$ cat src/rtl/ucca_pkg.sv
// Shared state encoding and violation cause codes for the multi-region UCC monitor.
package ucca_pkg;

  typedef enum logic [1:0] {
    ST_IDLE      = 2'd0,
    ST_ACTIVE    = 2'd1,
    ST_SUSPENDED = 2'd2,
    ST_VIOL      = 2'd3
  } ucca_state_e;

  typedef enum logic [2:0] {
    CAUSE_NONE  = 3'd0,
    CAUSE_ENTRY = 3'd1,
    CAUSE_EXIT  = 3'd2,
    CAUSE_STACK = 3'd3,
    CAUSE_IRQ   = 3'd4,
    CAUSE_NEST  = 3'd5
  } ucca_cause_e;

  // Wide enough for a hold count of up to 15 cycles.
  localparam int HOLD_W = 4;

endpackage

$ cat src/rtl/ucca_region_match.sv
// Bounds comparison for one region: raw validity, inclusive range hit and entry-point hit.
module ucca_region_match #(
  parameter int ADDR_W = 16
) (
  input  logic [ADDR_W-1:0] min_i,
  input  logic [ADDR_W-1:0] max_i,
  input  logic              en_i,
  input  logic [ADDR_W-1:0] pc_i,
  output logic              valid_o,
  output logic              in_range_o,
  output logic              at_entry_o
);

  // in_range/at_entry are pure address compares; the top qualifies them with valid.
  assign valid_o    = en_i && (min_i <= max_i);
  assign in_range_o = (pc_i >= min_i) && (pc_i <= max_i);
  assign at_entry_o = (pc_i == min_i);

endmodule

$ cat src/rtl/ucca_multi_region_monitor.sv
// Multi-region UCC monitor: enforces entry/exit points, stack-write bounds and interrupt
// policy for each configured region, pulsing `reset` for RESET_HOLD cycles on a violation.
module ucca_multi_region_monitor
  import ucca_pkg::*;
#(
  parameter int NUM_REGIONS = 4,
  parameter int ADDR_W      = 16,
  parameter int IRQ_MODE    = 0,
  parameter int RESET_HOLD  = 4,
  localparam int AR_W       = (NUM_REGIONS > 1) ? $clog2(NUM_REGIONS) : 1
) (
  input  logic                          clk,
  input  logic                          system_reset_n,
  input  logic [ADDR_W-1:0]             pc,
  input  logic                          inst_changed,
  input  logic                          data_en,
  input  logic                          data_wr,
  input  logic [ADDR_W-1:0]             data_addr,
  input  logic [ADDR_W-1:0]             stack_pointer,
  input  logic                          irq_jmp,
  input  logic [NUM_REGIONS*ADDR_W-1:0] ucc_min,
  input  logic [NUM_REGIONS*ADDR_W-1:0] ucc_max,
  input  logic [NUM_REGIONS-1:0]        region_en,
  output logic                          reset,
  output logic                          in_region,
  output logic [AR_W-1:0]               active_region,
  output logic [ADDR_W-1:0]             base_pointer,
  output logic [2:0]                    viol_cause,
  output ucca_state_e                   dbg_state
);

  logic [NUM_REGIONS-1:0] valid_v, in_range_v, at_entry_v;
  logic [NUM_REGIONS-1:0] hit_v, entry_v;
  logic [ADDR_W-1:0]      max_arr [NUM_REGIONS];

  for (genvar k = 0; k < NUM_REGIONS; k++) begin : g_region
    ucca_region_match #(.ADDR_W(ADDR_W)) u_match (
      .min_i      (ucc_min[k*ADDR_W +: ADDR_W]),
      .max_i      (ucc_max[k*ADDR_W +: ADDR_W]),
      .en_i       (region_en[k]),
      .pc_i       (pc),
      .valid_o    (valid_v[k]),
      .in_range_o (in_range_v[k]),
      .at_entry_o (at_entry_v[k])
    );
    assign max_arr[k] = ucc_max[k*ADDR_W +: ADDR_W];
  end

  assign hit_v   = in_range_v & valid_v;
  assign entry_v = at_entry_v & valid_v;

  // Overlapping regions resolve to the lowest index.
  logic            hit_any;
  logic [AR_W-1:0] hit_idx;

  always_comb begin
    hit_any = 1'b0;
    hit_idx = '0;
    for (int k = NUM_REGIONS - 1; k >= 0; k--) begin
      if (hit_v[k]) begin
        hit_any = 1'b1;
        hit_idx = AR_W'(k);
      end
    end
  end

  ucca_state_e       state_q, state_d;
  logic [AR_W-1:0]   ar_q, ar_d;
  logic [ADDR_W-1:0] base_q, base_d;
  logic [2:0]        cause_q, cause_d;
  logic [HOLD_W-1:0] cnt_q, cnt_d;
  logic              reset_q, reset_d;
  logic [ADDR_W-1:0] prev_pc_q;

  logic        viol;
  ucca_cause_e viol_code;
  logic        own_in;
  logic        stack_ev;

  always_comb begin
    state_d   = state_q;
    ar_d      = ar_q;
    base_d    = base_q;
    cause_d   = cause_q;
    cnt_d     = cnt_q;
    reset_d   = 1'b0;
    viol      = 1'b0;
    viol_code = CAUSE_NONE;
    own_in    = hit_v[ar_q];
    stack_ev  = data_en && data_wr && (data_addr >= base_q);

    // The if/else chain in ACTIVE encodes the priority STACK > IRQ > EXIT.
    unique case (state_q)
      ST_IDLE: begin
        if (inst_changed && hit_any) begin
          if (entry_v[hit_idx]) begin
            state_d = ST_ACTIVE;
            ar_d    = hit_idx;
            base_d  = stack_pointer;
          end else begin
            viol      = 1'b1;
            viol_code = CAUSE_ENTRY;
          end
        end
      end
      ST_ACTIVE: begin
        if (stack_ev) begin
          viol      = 1'b1;
          viol_code = CAUSE_STACK;
        end else if (irq_jmp) begin
          if (IRQ_MODE == 0) begin
            viol      = 1'b1;
            viol_code = CAUSE_IRQ;
          end else begin
            state_d = ST_SUSPENDED;
          end
        end else if (inst_changed && !own_in) begin
          if (prev_pc_q == max_arr[ar_q]) begin
            if (hit_any && entry_v[hit_idx]) begin
              ar_d   = hit_idx;
              base_d = stack_pointer;
            end else begin
              state_d = ST_IDLE;
            end
          end else begin
            viol      = 1'b1;
            viol_code = CAUSE_EXIT;
          end
        end
      end
      ST_SUSPENDED: begin
        if (inst_changed) begin
          if (own_in) begin
            state_d = ST_ACTIVE;
          end else if (hit_any) begin
            viol      = 1'b1;
            viol_code = CAUSE_NEST;
          end
        end
      end
      ST_VIOL: begin
        if (cnt_q > HOLD_W'(1)) begin
          cnt_d   = cnt_q - HOLD_W'(1);
          reset_d = 1'b1;
        end else begin
          cnt_d   = '0;
          state_d = ST_IDLE;
        end
      end
    endcase

    if (viol) begin
      state_d = ST_VIOL;
      cnt_d   = HOLD_W'(RESET_HOLD);
      reset_d = 1'b1;
      cause_d = viol_code;
      base_d  = '0;
    end
  end

  always_ff @(posedge clk or negedge system_reset_n) begin
    if (!system_reset_n) begin
      state_q   <= ST_IDLE;
      ar_q      <= '0;
      base_q    <= '0;
      cause_q   <= '0;
      cnt_q     <= '0;
      reset_q   <= 1'b0;
      prev_pc_q <= '0;
    end else begin
      state_q   <= state_d;
      ar_q      <= ar_d;
      base_q    <= base_d;
      cause_q   <= cause_d;
      cnt_q     <= cnt_d;
      reset_q   <= reset_d;
      if (inst_changed) begin
        prev_pc_q <= pc;
      end
    end
  end

  assign reset         = reset_q;
  assign in_region     = (state_q == ST_ACTIVE) || (state_q == ST_SUSPENDED);
  assign active_region = ar_q;
  assign base_pointer  = base_q;
  assign viol_cause    = cause_q;
  assign dbg_state     = state_q;

endmodule

$ cat config.mk
export PLATFORM = sky130hd
export DESIGN_NAME = ucca_multi_region_monitor
export DESIGN_NICKNAME = d
export VERILOG_FILES = /design/src/rtl/ucca_pkg.sv /design/src/rtl/ucca_region_match.sv /design/src/rtl/ucca_multi_region_monitor.sv
export SDC_FILE = /design/constraint.sdc
export NUM_CORES = 1
export LEC_CHECK = 0
export ABC_AREA = 1
export CAP_MARGIN = 30
export CELL_PAD_IN_SITES_DETAIL_PLACEMENT = 0
export CELL_PAD_IN_SITES_GLOBAL_PLACEMENT = 1
export CORE_MARGIN = 3
export CORE_UTILIZATION = 38
export CTS_CLUSTER_SIZE = 14
export DETAILED_ROUTE_END_ITERATION = 10
export PLACE_DENSITY_LB_ADDON = 0.1
export REMOVE_ABC_BUFFERS = 1
export SETUP_SLACK_MARGIN = 0.05
export SYNTH_ARGS = -nofsm -noshare
export SYNTH_HDL_FRONTEND = slang
export SYNTH_SLANG_ARGS = --single-unit
$ cat constraint.sdc
create_clock -name clk -period 7.1 [get_ports clk]
set_input_delay 1.065 -clock clk [delete_from_list [all_inputs] [get_ports clk]]
set_output_delay 1.065 -clock clk [all_outputs]
set_load 0.1 [all_outputs]
Word-level counts from Yosys, hierarchy flattened --
Index checks and enable logic that the tools add are counted.
Storage, ports and cells: word-level logic and storage cells 146, input port bits 186, output and inout bits 25, flip-flop bits (word level) 44
Cells by class: mux-type cells 70, equal/unequal tests 26, bitwise logic cells 3, add/subtract/negate cells 1, reduce and logical (&&, ||, !) cells 22, order comparisons 17
Operators with widths (count):
- $mux W16 | 10
- $le A16 B16 Y1 | 8
- $eq A16 B16 Y1 | 5
- $ge A16 B16 Y1 | 5
- $mux W2 | 24
- $ne A3 B3 Y1 const B | 11
- $bmux W16 S2 | 1
- $pmux W16 S2 | 1
- $mux W1 | 20
- $reduce_and A8 Y1 | 2
- $mux W3 | 5
- $ne A2 B2 Y1 const B | 7
- $logic_and A1 B1 Y1 | 13
- $mux W4 | 3
- $reduce_and A10 Y1 | 1
- $pmux W3 S3 | 1
- $and A4 B4 Y4 | 2
- $pmux W2 S4 | 1
- $lt A2 B3 Y1 const B | 2
- $bmux W1 S2 | 2
- $eq A2 B2 Y1 const B | 2
- $gt A4 B1 Y1 const B | 1
- $pmux W2 S2 | 1
- $reduce_bool A2 Y1 | 2
- 9 further kinds | 9

Logic depth before layout (Yosys ltp) --
depth in word-level cells 17, mapped depth 29

Cells and area by module --
Synthesis repeated with hierarchy kept, for this count alone.
Unflattened totals: cells, all modules 1326, area, all modules 8476.9 um2
Modules (own cells, without submodules):
- ucca_region_match at g_region[1].u_match ... | cells an instance 197, instances 3, area each 1249.9 um2
- ucca_multi_region_monitor | cells an instance 540, instances 1, area each 3478.3 um2
- ucca_region_match at g_region[0].u_match | cells an instance 195, instances 1, area each 1248.7 um2

Worst setup path before layout --
OpenSTA, ideal clock, no wires.
path type input to register, start point input ucc_max[31], end point register base_q[10], in the netlist base_pointer[10], slack 3.761 ns, data required time 6.978 ns, stages 20, arrival 3.216 ns, cells stage by stage inv_1 > ha_1 > nand2_2 > nor4_4 > nand3_1 > a21oi_2 > nand2_1 > nand2_2 > nand2_2 > nand2_1 > nand3_1 > nand2_1 > nand2_2 > nand3_4 > nand2_2 > nand2_4 > nand2_4 > buf_8 > nand2_1 > nand2_1
On the way: longest elaborated chain between the ends 13
Ends and longest elaborated chain:
- start, declared | RTL line ucca_multi_region_monitor.sv:22 | input logic [NUM_REGIONS*ADDR_W-1:0] ucc_max,
- $le A16 B16 Y1 (on tied branches) | RTL line ucca_region_match.sv:16, ucca_region_match.sv:15
- $logic_and A1 B1 Y1 (on tied branches) | RTL line ucca_region_match.sv:16, ucca_region_match.sv:15
- $and A4 B4 Y4 | RTL line ucca_multi_region_monitor.sv:49 | assign hit_v = in_range_v & valid_v;
- $bmux W1 S2 | RTL line ucca_multi_region_monitor.sv:89 | own_in = hit_v[ar_q];
- $mux W1 (not written as such) | RTL line ucca_multi_region_monitor.sv:89
- $logic_not A1 Y1 | RTL line ucca_multi_region_monitor.sv:117 | end else if (inst_changed && !own_in) begin
- $logic_and A1 B1 Y1 | RTL line ucca_multi_region_monitor.sv:117
- $mux W1 | RTL line ucca_multi_region_monitor.sv:117
- $mux W1 | RTL line ucca_multi_region_monitor.sv:110 | end else if (irq_jmp) begin
- $mux W1 | RTL line ucca_multi_region_monitor.sv:107 | if (stack_ev) begin
- $pmux W1 S3 | RTL line ucca_multi_region_monitor.sv:93 | unique case (state_q)
- $ne A3 B3 Y1 (no line) / $reduce_bool A3 Y1 (equally long branches)
- $reduce_and A8 Y1 (no line)
- end signal, assigned | RTL line ucca_multi_region_monitor.sv:173 | base_q <= base_d;
- end, declared | RTL line ucca_multi_region_monitor.sv:69 | logic [ADDR_W-1:0] base_q, base_d;
Several ways; a longest one is shown, not always the timed one. The select of a mux whose other input is x is not followed. A chain may end at the register's enable or synchronous reset.

Worst setup path in the final report --
start point input pc[11], end point register base_q[0], in the netlist base_pointer[0]
On the way: longest elaborated chain between the ends 14
Ends and longest elaborated chain:
- start, declared | RTL line ucca_multi_region_monitor.sv:14 | input logic [ADDR_W-1:0] pc,
- $ge A16 B16 Y1 / $le A16 B16 Y1 (equally long branches) | RTL line ucca_region_match.sv:16 | assign in_range_o = (pc_i >= min_i) && (pc_i <= max_i);
- $logic_and A1 B1 Y1 | RTL line ucca_region_match.sv:16
- $and A4 B4 Y4 | RTL line ucca_multi_region_monitor.sv:49
- $mux W2 (4 in series) | RTL line ucca_multi_region_monitor.sv:60 | if (hit_v[k]) begin
- $bmux W1 S2 | RTL line ucca_multi_region_monitor.sv:96, ucca_multi_region_monitor.sv:119
- $mux W1 (not written as such) | RTL line ucca_multi_region_monitor.sv:96, ucca_multi_region_monitor.sv:119
- $mux W1 | RTL line ucca_multi_region_monitor.sv:96 | if (entry_v[hit_idx]) begin
- $mux W1 | RTL line ucca_multi_region_monitor.sv:95 | if (inst_changed && hit_any) begin
- $pmux W1 S3 | RTL line ucca_multi_region_monitor.sv:93
- $ne A3 B3 Y1 (no line) / $reduce_bool A3 Y1 (equally long branches)
- $reduce_and A8 Y1 (no line)
Several ways; a longest one is shown, not always the timed one. The select of a mux whose other input is x is not followed.

==> impl_summary.txt <==
----------------------------------------------------
[CTS]
  Number of buffers on the longest clock path ... 2
  Cell at the root of the clock tree ... sky130_fd_sc_hd__clkbuf_16
  Gates resized, CTS repair ... 0
  Clock-pin slew reported for the worst setup and hold paths after clock tree synthesis ... 70 ps
  Clock tree from TritonCTS ... built
  Clock insertion delay at the later pin of the skew report ... 280 ps
  Depth of the CTS H-tree ... 2
  Number of buffers inserted for hold repair after clock tree synthesis ... 0
  Num CTS Buffers ... 5
  Clock sink count ... 44
  Post-CTS Repair Setup Buffers ... 0

[Logic synthesis]
  Share of the synthesized area in the top cell type ... 32.1%
  Most area-consuming cells after synthesis ... sky130_fd_sc_hd__ha_1, sky130_fd_sc_hd__nand2_1, sky130_fd_sc_hd__dfrtp_1
  Number of synthesized register bits ... 44
  Per-instance average area after synthesis ... 6.59 um^2
  Cell types with the highest counts after synthesis ... sky130_fd_sc_hd__nand2_1, sky130_fd_sc_hd__inv_1, sky130_fd_sc_hd__ha_1
  Count of flip-flops with a built-in enable after synthesis ... 0
  Unique masters post-synth ... 38
  Proportion of synthesized chip area in sequential cells ... 13.1%
  Most common cell in the netlist ... sky130_fd_sc_hd__nand2_1
  Synthesized netlist cell count ... 1,272
  Biggest area consumer among synthesized cells ... sky130_fd_sc_hd__ha_1
  Synthesized area ... 8390 um^2
  Yosys warns ... 0
  Share of async-settable or async-resettable flops after synthesis ... 100%
  Most used flip-flop cell after synthesis ... sky130_fd_sc_hd__dfrtp_1

[Critical path]
  Required @ worst endpoint ... 7270 ps
  Standard cell with the maximum stage delay on the critical path ... sky130_fd_sc_hd__clkdlybuf4s50_1
  CP peak stage delay ... 770 ps
  WS Path Type ... input pin to register
  Critical path startpoint category ... input pin
  Worst path buffer plus inverter count ... 1
  Ordered cell list for the critical path ... clkdlybuf4s50_1 > ha_1 > nand4_1 > nor3_1 > nand3_1 > nand2_1 > nand2_1 > nor2_2 > nand2_1 > nand2_2 > nand2_2 > nand2_1 > nand3_1 > nand2_1 > nand2_2 > nand3_4 > nand2_2 > nand2_4 > nand2_4 > nand2_1 > nand2_1
  CP max FO ... 18
  Worst path most repeated cell ... sky130_fd_sc_hd__nand2_1
  Endpoint type of the worst setup path ... register
  Delay-heaviest family, CP ... simple AND/OR/NAND/NOR gates
  Critical path data arrival time ... 4800 ps

[GRT]
  Via count of the first global-routing pass ... 8,410
  Wire length of the first global-routing pass ... 44,300 um
  GR Overflow Total ... 0
  All-layer global routing usage ... 23.0%
  Number of antenna violations at the first check in global routing ... 0
  Maximum number of pins on one net before global-route repair ... 48

[Routing]
  Avg WL per Cell ... 16.0 um
  Detailed Route WL ... 28,000 um
  Via count normalized by instance count ... 4.93
  Top layer reached by signal wires ... met4
  Number of antenna-violating nets in the routed design ... 0
  Violation count after the first detailed-routing iteration ... 487
  Wire length on met2 ... 12,500 um
  Post-route DRC violation count ... 0
  Iteration count of the initial detailed-routing pass ... 6
  Met3 WL post-DR ... 1480 um
  Length of routed wiring on met1 ... 13,700 um
  Vias post-DR ... 8,620

[Placement]
  Worst setup timing slack at the placement stage ... 2230 ps
  Final HPWL DP ... 23,900 um
  Placer Congestion ... 0.919
  Count of port buffers added during placement ... 210

[Finish]
  Ant diodes ... 0
  Area growth, synth to finish ... 30.3%
  Filler Cells Inserted ... 2,169
  Share of final-layout standard cells stronger than drive strength 1 ... 2.64%
  Final layout net count ... 1,875
  Combined area of the multi-input logic cells ... 6250 um^2
  Final Util ... 51.2%
  Seq. cell area ... 1100 um^2

[STA]
  Setup TNS ... 0 ps
  Final clock skew ... 6.57 ps
  Final WS setup ... 2470 ps
  Final worst-path cycle share ... 65.2%
  Number of failing hold endpoints at the final stage ... 0
  Highest Clock Rate ... 216 MHz
  Number of failing setup endpoints in the final timing report ... 0
  Pins Over Slew Limit ... 0
  Tightest slew margin relative to the limit ... 35.0%
  Final worst path period need ... 4630 ps
  Transition time at the pin with the least slew margin ... 972 ps
  RSZ-0062 raised after global routing ... false

[Power]
  Leakage power figure ... 0.00595 uW
  Peak supply drop ... 162 uV
  Areal power density over the cells ... 228 nW/um^2

[Floorplan]
  Ports ... 211
  Core region area ... 21,400 um^2
  Effective utilization at floorplan ... 39.3%
  Chip Height ... 155 um
  Die Width ... 155 um
  Die outline area ... 23,900 um^2
  Number of placement rows ... 53

[Status]
  Status ... completed

[Flow run]
  Reported max-cap violation count ... 0

[Hold path]
  Min-Delay Path Class ... register to register

----------------------------------------------------
area by class of cell:
type	count	area share [%]
multi-input combinational	969	57.2
tap	275	3.15
clock inverter	2	0.355
inverter	241	8.30
timing repair buffer	213	19.7
sequential	44	10.1
clock buffer	6	1.27
per-layer routing:
layer | track usage (%) | up-vias
met5 | 0 | -
met4 | 3.15 | 0
met3 | 2.71 | 16
met2 | 38.4 | 242
met1 | 32.8 | 3794
li1 | - | 4568
path summary, 6_finish.rpt:
kind | depth (start not counted) | startpoint | slack [ps] | to
max | 21 | pc[11] | 2470 | base_pointer[0]
min | 2 | viol_cause[2] | 470 | viol_cause[2]
max reg2reg | 17 | active_region[1] | 3580 | base_pointer[0]
min reg2reg | 2 | viol_cause[2] | 470 | viol_cause[2]
max in group asynchronous | 2 | system_reset_n | 5790 | active_region[0]
min in group asynchronous | 1 | system_reset_n | 770 | base_pointer[1]
worst min-delay path, delay by kind of cell (launching register included):
| kind | cells | cell delay [ps] |
|---|---|---|
| simple gates | 2 | 100 |
| flops | 1 | 340 |
state kept, by name, summed over array words and instances (netlist names):
name and flops:
prev_pc_q 16, base_pointer 16, active_region 2, reset 1, cnt_q 4, dbg_state 2, viol_cause 3
report_power, final:
part           leakage, uW  internal (uW)  total [uW]  switching [uW]
Sequential        0.000545            336         423            87.0
Combinational      0.00532            560        1790            1230
Clock            0.0000871            176         278             102
Total              0.00595           1070        2490            1420
placed cells by master (no fill, tap or decap), types with 8 or more instances in the layout:
cell type                         Yosys  routed
sky130_fd_sc_hd__clkdlybuf4s50_1      0     209
sky130_fd_sc_hd__o21ai_0             67      67
sky130_fd_sc_hd__nand2_1            306     306
sky130_fd_sc_hd__o21a_1               8       8
sky130_fd_sc_hd__nand4_1             19      19
sky130_fd_sc_hd__ha_1               215     215
sky130_fd_sc_hd__nand3_1             63      63
sky130_fd_sc_hd__dfrtp_1             44      43
sky130_fd_sc_hd__nor2_1              79      79
sky130_fd_sc_hd__a21oi_1            141     141
sky130_fd_sc_hd__xor2_1              17      17
sky130_fd_sc_hd__inv_1              237     237
sky130_fd_sc_hd__nand2_2              9       9
sky130_fd_sc_hd__o21ai_1              8       8
metrics by stage:
step / std cells / hold slack (ps) / total power (uW) / cell area (um^2)
CTS: 1750 / 478 / 2510 / 10900
floorplan: 1254 / 461 / 1680 / 8260
global route: 1750 / 491 / 2700 / 10900
global placement: 1739 / 463 / 2200 / 10700
detailed placement: 1742 / 461 / 2220 / 10800
finish: 1750 / 468 / 2490 / 10900
logic make-up after synthesis:
group	after synthesis	share of synthesized area, %
AO/OA/AOI/OAI	241	15.1
AND/OR/NAND/NOR	496	25.5
XOR/XNOR	17	1.78
adder cells (fa/ha/maj)	215	32.1
buffers and inverters	259	12.4
flip-flops	44	13.1
Note: power is estimated with default switching activity, not from simulation.
